===== src/rtl/magnitude_window_ctrl_if.sv =====
// Result channel from the window controller to the display path:
// amplitude/offset words qualified by a valid/ready handshake.
interface magnitude_window_ctrl_if #(
  parameter int DATA_W = 12
);
  logic [DATA_W-1:0] res_amp;
  logic [DATA_W-1:0] res_offset;
  logic              res_valid;
  logic              res_ready;

  modport master (
    output res_amp,
    output res_offset,
    output res_valid,
    input  res_ready
  );

  modport slave (
    input  res_amp,
    input  res_offset,
    input  res_valid,
    output res_ready
  );
endinterface


===== src/rtl/magnitude_window_ctrl.sv =====
// Measurement-window sequencer for the ADC min/max magnitude tracker: clear, settle,
// track for a programmed sample count, then capture the result into held registers.
module magnitude_window_ctrl #(
  parameter int DATA_W         = 12,
  parameter int WIN_W          = 26,
  parameter int SETTLE_SAMPLES = 4,
  parameter int DP_LAT         = 1
) (
  input  logic                   i_clk,
  input  logic                   i_rst,
  input  logic                   i_enable,
  input  logic [WIN_W-1:0]       i_win_len,
  input  logic                   i_sample_valid,
  input  logic [DATA_W-1:0]      i_meas_amp,
  input  logic [DATA_W-1:0]      i_meas_offset,
  output logic                   o_meas_clr,
  output logic                   o_meas_en,
  input  logic                   i_ovr_clr,
  output logic                   o_overrun,
  output logic                   o_busy,
  magnitude_window_ctrl_if.master res_if
);

  typedef enum logic [2:0] {
    S_IDLE    = 3'd0,
    S_CLEAR   = 3'd1,
    S_SETTLE  = 3'd2,
    S_MEASURE = 3'd3,
    S_CAPTURE = 3'd4
  } state_t;

  localparam logic [WIN_W-1:0] ONE         = WIN_W'(1);
  localparam logic [WIN_W-1:0] SETTLE_LAST = WIN_W'(SETTLE_SAMPLES - 1);
  localparam logic [WIN_W-1:0] DP_LAST     = WIN_W'(DP_LAT - 1);

  state_t              r_state;
  logic [WIN_W-1:0]    r_cnt;
  logic [WIN_W-1:0]    r_len;
  logic                r_meas_clr;
  logic                r_meas_en;
  logic                r_busy;
  logic [DATA_W-1:0]   r_res_amp;
  logic [DATA_W-1:0]   r_res_offset;
  logic                r_res_valid;
  logic                r_overrun;

  state_t              w_state_nxt;
  logic [WIN_W-1:0]    w_cnt_nxt;
  logic [WIN_W-1:0]    w_len_nxt;
  logic                w_load;

  // Next-state, counter and capture-strobe logic; enable low aborts any active window.
  always_comb begin
    w_state_nxt = r_state;
    w_cnt_nxt   = r_cnt;
    w_len_nxt   = r_len;
    w_load      = 1'b0;
    case (r_state)
      S_IDLE: begin
        if (i_enable) w_state_nxt = S_CLEAR;
        else          w_state_nxt = S_IDLE;
      end
      S_CLEAR: begin
        if (!i_enable) begin
          w_state_nxt = S_IDLE;
          w_cnt_nxt   = '0;
        end else begin
          w_len_nxt   = (i_win_len == '0) ? ONE : i_win_len;
          w_cnt_nxt   = '0;
          w_state_nxt = (SETTLE_SAMPLES == 0) ? S_MEASURE : S_SETTLE;
        end
      end
      S_SETTLE: begin
        if (!i_enable) begin
          w_state_nxt = S_IDLE;
          w_cnt_nxt   = '0;
        end else if (i_sample_valid) begin
          if (r_cnt == SETTLE_LAST) begin
            w_cnt_nxt   = '0;
            w_state_nxt = S_MEASURE;
          end else begin
            w_cnt_nxt   = r_cnt + ONE;
          end
        end else begin
          w_cnt_nxt = r_cnt;
        end
      end
      S_MEASURE: begin
        if (!i_enable) begin
          w_state_nxt = S_IDLE;
          w_cnt_nxt   = '0;
        end else if (i_sample_valid) begin
          if (r_cnt == r_len - ONE) begin
            w_cnt_nxt   = '0;
            w_state_nxt = S_CAPTURE;
          end else begin
            w_cnt_nxt   = r_cnt + ONE;
          end
        end else begin
          w_cnt_nxt = r_cnt;
        end
      end
      S_CAPTURE: begin
        // Tracker outputs settle DP_LAT clocks after the last enabled sample.
        if (!i_enable) begin
          w_state_nxt = S_IDLE;
          w_cnt_nxt   = '0;
        end else if (r_cnt == DP_LAST) begin
          w_load      = 1'b1;
          w_cnt_nxt   = '0;
          w_state_nxt = S_CLEAR;
        end else begin
          w_cnt_nxt   = r_cnt + ONE;
        end
      end
      default: begin
        w_state_nxt = S_IDLE;
        w_cnt_nxt   = '0;
      end
    endcase
  end

  // State, counters, registered strobes and the held result / handshake registers.
  always_ff @(posedge i_clk) begin
    if (i_rst) begin
      r_state      <= S_IDLE;
      r_cnt        <= '0;
      r_len        <= '0;
      r_meas_clr   <= 1'b0;
      r_meas_en    <= 1'b0;
      r_busy       <= 1'b0;
      r_res_amp    <= '0;
      r_res_offset <= '0;
      r_res_valid  <= 1'b0;
      r_overrun    <= 1'b0;
    end else begin
      r_state    <= w_state_nxt;
      r_cnt      <= w_cnt_nxt;
      r_len      <= w_len_nxt;
      r_meas_clr <= (w_state_nxt == S_CLEAR);
      r_meas_en  <= (w_state_nxt == S_MEASURE);
      r_busy     <= (w_state_nxt != S_IDLE);
      if (w_load) begin
        r_res_amp    <= i_meas_amp;
        r_res_offset <= i_meas_offset;
      end
      if (w_load) begin
        r_res_valid <= 1'b1;
      end else if (r_res_valid && res_if.res_ready) begin
        r_res_valid <= 1'b0;
      end
      // A fresh overrun takes priority over a same-cycle clear request.
      if (w_load && r_res_valid && !res_if.res_ready) begin
        r_overrun <= 1'b1;
      end else if (i_ovr_clr) begin
        r_overrun <= 1'b0;
      end
    end
  end

  assign o_meas_clr        = r_meas_clr;
  assign o_meas_en         = r_meas_en;
  assign o_busy            = r_busy;
  assign o_overrun         = r_overrun;
  assign res_if.res_amp    = r_res_amp;
  assign res_if.res_offset = r_res_offset;
  assign res_if.res_valid  = r_res_valid;

endmodule


===== src/flat_wrapper.sv =====
// flat-port wrapper written by rule: the top's interface ports become plain ports
module magnitude_window_ctrl_flat 
#(
  parameter int DATA_W         = 12,
  parameter int WIN_W          = 26,
  parameter int SETTLE_SAMPLES = 4,
  parameter int DP_LAT         = 1
)
  (i_clk, i_rst, i_enable, i_win_len, i_sample_valid, i_meas_amp, i_meas_offset, o_meas_clr, o_meas_en, i_ovr_clr, o_overrun, o_busy, res_if_res_amp, res_if_res_offset, res_if_res_valid, res_if_res_ready);
  magnitude_window_ctrl_if #(.DATA_W(DATA_W)) res_if_i ();
  input  logic i_clk;
  input  logic i_rst;
  input  logic i_enable;
  input  logic [WIN_W-1:0] i_win_len;
  input  logic i_sample_valid;
  input  logic [DATA_W-1:0] i_meas_amp;
  input  logic [DATA_W-1:0] i_meas_offset;
  output logic o_meas_clr;
  output logic o_meas_en;
  input  logic i_ovr_clr;
  output logic o_overrun;
  output logic o_busy;
  output wire logic [$bits(res_if_i.res_amp)-1:0] res_if_res_amp;
  output wire logic [$bits(res_if_i.res_offset)-1:0] res_if_res_offset;
  output wire logic [$bits(res_if_i.res_valid)-1:0] res_if_res_valid;
  input wire logic [$bits(res_if_i.res_ready)-1:0] res_if_res_ready;
  assign res_if_res_amp = res_if_i.res_amp;
  assign res_if_res_offset = res_if_i.res_offset;
  assign res_if_res_valid = res_if_i.res_valid;
  assign res_if_i.res_ready = res_if_res_ready;
  magnitude_window_ctrl #(.DATA_W(DATA_W), .WIN_W(WIN_W), .SETTLE_SAMPLES(SETTLE_SAMPLES), .DP_LAT(DP_LAT)) u_core (.i_clk(i_clk), .i_rst(i_rst), .i_enable(i_enable), .i_win_len(i_win_len), .i_sample_valid(i_sample_valid), .i_meas_amp(i_meas_amp), .i_meas_offset(i_meas_offset), .o_meas_clr(o_meas_clr), .o_meas_en(o_meas_en), .i_ovr_clr(i_ovr_clr), .o_overrun(o_overrun), .o_busy(o_busy), .res_if(res_if_i));
endmodule

===== config.mk =====
export PLATFORM = sky130hd
export DESIGN_NAME = magnitude_window_ctrl_flat
export DESIGN_NICKNAME = d
export VERILOG_FILES = /design/src/rtl/magnitude_window_ctrl_if.sv /design/src/rtl/magnitude_window_ctrl.sv /design/src/flat_wrapper.sv
export SDC_FILE = /design/constraint.sdc
export NUM_CORES = 1
export LEC_CHECK = 0
export ABC_AREA = 1
export CAP_MARGIN = 20
export CORE_ASPECT_RATIO = 0.75
export CORE_MARGIN = 2
export CORE_UTILIZATION = 30
export DETAILED_ROUTE_END_ITERATION = 7
export GPL_ROUTABILITY_DRIVEN = 0
export SLEW_MARGIN = 10
export SYNTH_ARGS = -nofsm -noshare
export SYNTH_HDL_FRONTEND = slang
export SYNTH_SLANG_ARGS = --single-unit

===== constraint.sdc =====
create_clock -name i_clk -period 2.7 [get_ports i_clk]
set_clock_uncertainty 0.05 [all_clocks]
set_input_delay 0.405 -clock i_clk [delete_from_list [all_inputs] [get_ports i_clk]]
set_output_delay 0.405 -clock i_clk [all_outputs]
set_load 0.02 [all_outputs]

==> metrics.log <==
INFO  metric seq_area = 0.00168 mm2
INFO  metric fmaxAchievable = ~410 MHz
INFO  metric grt_util_all_layers = between 15 and 20%
INFO  metric grt_max_degree = 50
INFO  metric root_buffer = sky130_fd_sc_hd__clkbuf_16
INFO  metric post_dp_hpwl = 10.5 mm
INFO  metric final_hold_viol_count = 0
INFO  metric cts.sink_count = 84
INFO  metric synth_most_common_cell = sky130_fd_sc_hd__nand2_1
INFO  metric holdCritPathClass = reg2reg
INFO  metric grt-ovfl-total = 0
INFO  metric criticalPathCategory = reg2reg
INFO  metric synth.net_count = between 800 and 900
INFO  metric synth_commonest_cells = 187 x sky130_fd_sc_hd__nand2_1, 135 x sky130_fd_sc_hd__nor2_1, 84 x sky130_fd_sc_hd__dfxtp_1
INFO  metric fp-row-count = 40
INFO  metric cts_tree = yes
INFO  metric synth_warnings = 0
INFO  metric critical-path-slowest-cell = sky130_fd_sc_hd__dfxtp_1
INFO  metric first_pass_grt_wire_length = between 20 and 25 mm
INFO  metric share_of_yosys_cell_area_claimed_by_the_top_area_cell_type = roughly 34%
INFO  metric slew_violations = 0
INFO  metric timing.critical_path.fanout_max = 26
INFO  metric multiInputGateArea = 0.00284 mm2
INFO  metric die_area = about 0.018 mm2
INFO  metric grt_antenna_before_repair = 0
INFO  metric die_h = between 100 and 150 um
INFO  metric detail_route.wirelength = around 14 mm
INFO  metric hold_buffers = 0
INFO  metric avgViaCountPerCell = around 4.7
INFO  metric drive_above_1_share = approximately 6%
INFO  metric cellPowerDensity = around 480 mW/mm2
INFO  metric timing.max_cap.violations = 0
INFO  metric maximum_cell_stage_delay_along_the_critical_path = between 300 and 400 ps
INFO  metric finalCritPeriodShare = approximately nine tenths
INFO  metric avgSynthCellArea = 6.36 um2
INFO  metric ys_ff_latch = 84
INFO  metric finalSetupViolations = 0
INFO  metric timing.critical_path.from_type = flop
INFO  metric totalNegativeSetupSlack = 0 ps
INFO  metric slew_headroom = between 30% and 40%
INFO  metric detail-route-antenna-nets = 0
INFO  metric drc = 0
INFO  metric h-tree-depth = 3
INFO  metric cpMostUsedCell = sky130_fd_sc_hd__nand3_1
INFO  metric clockBufferDepth = 2
INFO  metric via_count_of_the_first_global_routing_pass = around 4600
INFO  metric tightestPinTransition = roughly 990 ps
INFO  metric worst-endpoint-arrival = about 2600 ps
INFO  metric period_minus_slack = 2440 ps
INFO  metric initial_core_util = 30.9%
INFO  metric path_clk_slew = about 60 ps
INFO  metric worst_hold_path.num_cells = 2
INFO  metric ys_async_sr_fraction = 0%
INFO  metric layout-area-overhead-vs-synth = 27.7%
INFO  metric critPathCaptureType = flop
INFO  metric result_of_the_run = complete, no violations
INFO  metric final_nets = roughly 920
INFO  metric grt_setup_unrepaired = no
INFO  metric cp_data_required_time = around 2900 ps
INFO  metric post-route-cell-area = approximately 0.0063 mm2
INFO  metric placed_cell_area = about 0.006 mm2
INFO  metric netlist_top_cells_area = sky130_fd_sc_hd__dfxtp_1 34%, sky130_fd_sc_hd__nand2_1 14%, sky130_fd_sc_hd__nor2_1 10%
INFO  metric synth_cell_type_count = 35
INFO  metric max-vdd-ir-drop = about 0.00028 V
INFO  metric fillers = between 1500 and 2000
INFO  metric drt_iter0_markers = around 380
INFO  metric route.vias.total = approximately 5000
INFO  metric avgRoutedWirePerCell = ~13 um
INFO  metric worstPathCellList = inv_1 -> ha_2 -> nand2_2 -> nor2_4 -> nand3_1 -> nand2_1 -> nand2_1 -> nor2_1 -> nand3_1 -> nor2_2 -> nand3_2 -> nand2_2 -> nand2_8 -> nand3_1 -> a21oi_1
INFO  metric synth-seq-area-share = about a third
INFO  metric core_region_area = about 0.016 mm2
INFO  metric clk_latency = between 300 and 400 ps
INFO  metric synth_top_cell_by_area = sky130_fd_sc_hd__dfxtp_1
INFO  metric path_buf_inv = 1
INFO  metric post_synth_inst_count = ~800
INFO  metric synthesis.area = 0.00497 mm2
INFO  metric detail_route.first_pass.iterations = 5
INFO  metric numCtsBuffers = 9
INFO  metric fp.dieW = roughly 150 um
INFO  metric antenna_cells_inserted = 0
INFO  metric synth_enable_flop_cells = 0
INFO  metric critical-path-top-delay-family = simple AND/OR/NAND/NOR gates
INFO  metric buffer_ports.inserted = 84
INFO  metric critical_path_cell_count = 15
INFO  metric ff2ff_path_depth = 15
INFO  metric boundaryPins = 85
INFO  metric ys_dominant_reg_cell = sky130_fd_sc_hd__dfxtp_1
INFO  metric leakage_component_of_the_power = around 0.0027 uW
[repair_timing]
| item | CTS | global route |
|---|---|---|
| setup endpoints to repair | 0 | 30 |
| gates resized for setup | 0 | 3 |
| setup buffers | 0 | 1 |
[where the power goes]
part / leakage [uW] / total (uW) / switching [uW] / internal (uW)
combinational: 0.00185 / 550 / 317 / 233
clock: 0.000134 / 1190 / 517 / 673
sequential: 0.000679 / 1280 / 21.8 / 1260
total: 0.00266 / 3020 / 856 / 2170
[final timing paths]
path	startpoint	end	slack, ps
min	u_core.o_overrun	u_core.o_overrun	420
max	u_core.r_len[0]	u_core.r_cnt[21]	260
min reg2reg	u_core.o_overrun	u_core.o_overrun	420
max reg2reg	u_core.r_len[0]	u_core.r_cnt[21]	260
[routing by layer]
metal	up-vias	GRT usage (%)	wire length (um)
met5	-	0	0
met4	0	5.00	206
met3	12	3.14	693
met2	126	24.8	6020
met1	2232	22.6	6990
li1	2644	-	-
[through the flow]
stage	setup slack [ps]	power, uW	hold slack (ps)	std cells	util, %
3_3_place_gp	161	1840	408	1055	37.4
3_5_place_dp	144	1840	417	1055	37.4
4_1_cts	178	3040	432	1071	39.2
5_1_grt	17.6	3180	454	1072	39.4
2_1_floorplan	657	1650	408	782	-
6_report	259	3020	419	1072	39.4
[flip-flops by register name (all words and copies together), names as in the netlist]
signal	cells
u_core.r_cnt	26
u_core.r_len	26
u_core.res_if.res_amp	12
u_core.res_if.res_offset	12
u_core.r_state	3
u_core.o_busy	1
u_core.o_meas_clr	1
u_core.o_meas_en	1
u_core.o_overrun	1
u_core.res_if.res_valid	1
[kinds of logic (layout without fill, tap and decap cells)]
family | Yosys count | count (layout) | synth area share [%]
compound gates | 97 | 97 | 10.3
xor+xnor | 41 | 41 | 7.50
fa+ha+maj | 3 | 3 | 0.755
buf+inv | 117 | 197 | 9.46
flops | 84 | 84 | 33.8
simple gates | 440 | 440 | 38.2
[worst min-delay path, delay by kind of cell (launching register included)]
kind	cells	cell delay (ps)
flops	1	310
simple gates	1	60
compound gates	1	50
[layout by cell type (no fill, tap or decap), drive strengths merged, types with 11 or more instances in the layout]
cell type	netlist	layout
a21oi	48	48
buf	11	15
clkbuf	23	11
clkdlybuf4s50	0	83
dfxtp	84	84
inv	81	81
nand2	191	191
nand3	56	56
nand4	18	18
nor2	144	144
nor3	13	13
nor4	11	11
o21ai	39	39
xnor2	16	16
xor2	24	24
[layout make-up]
| class | instances | area share, % |
|---|---|---|
| Clock buffer | 11 | 3.98 |
| Inverter | 83 | 4.91 |
| Timing Repair Buffer | 98 | 15.2 |
| Sequential cell | 84 | 26.5 |
| Multi-Input combinational cell | 581 | 44.7 |
| Clock inverter | 5 | 0.571 |
| Tap cell | 210 | 4.14 |
Note: power is estimated with default switching activity, not from simulation.
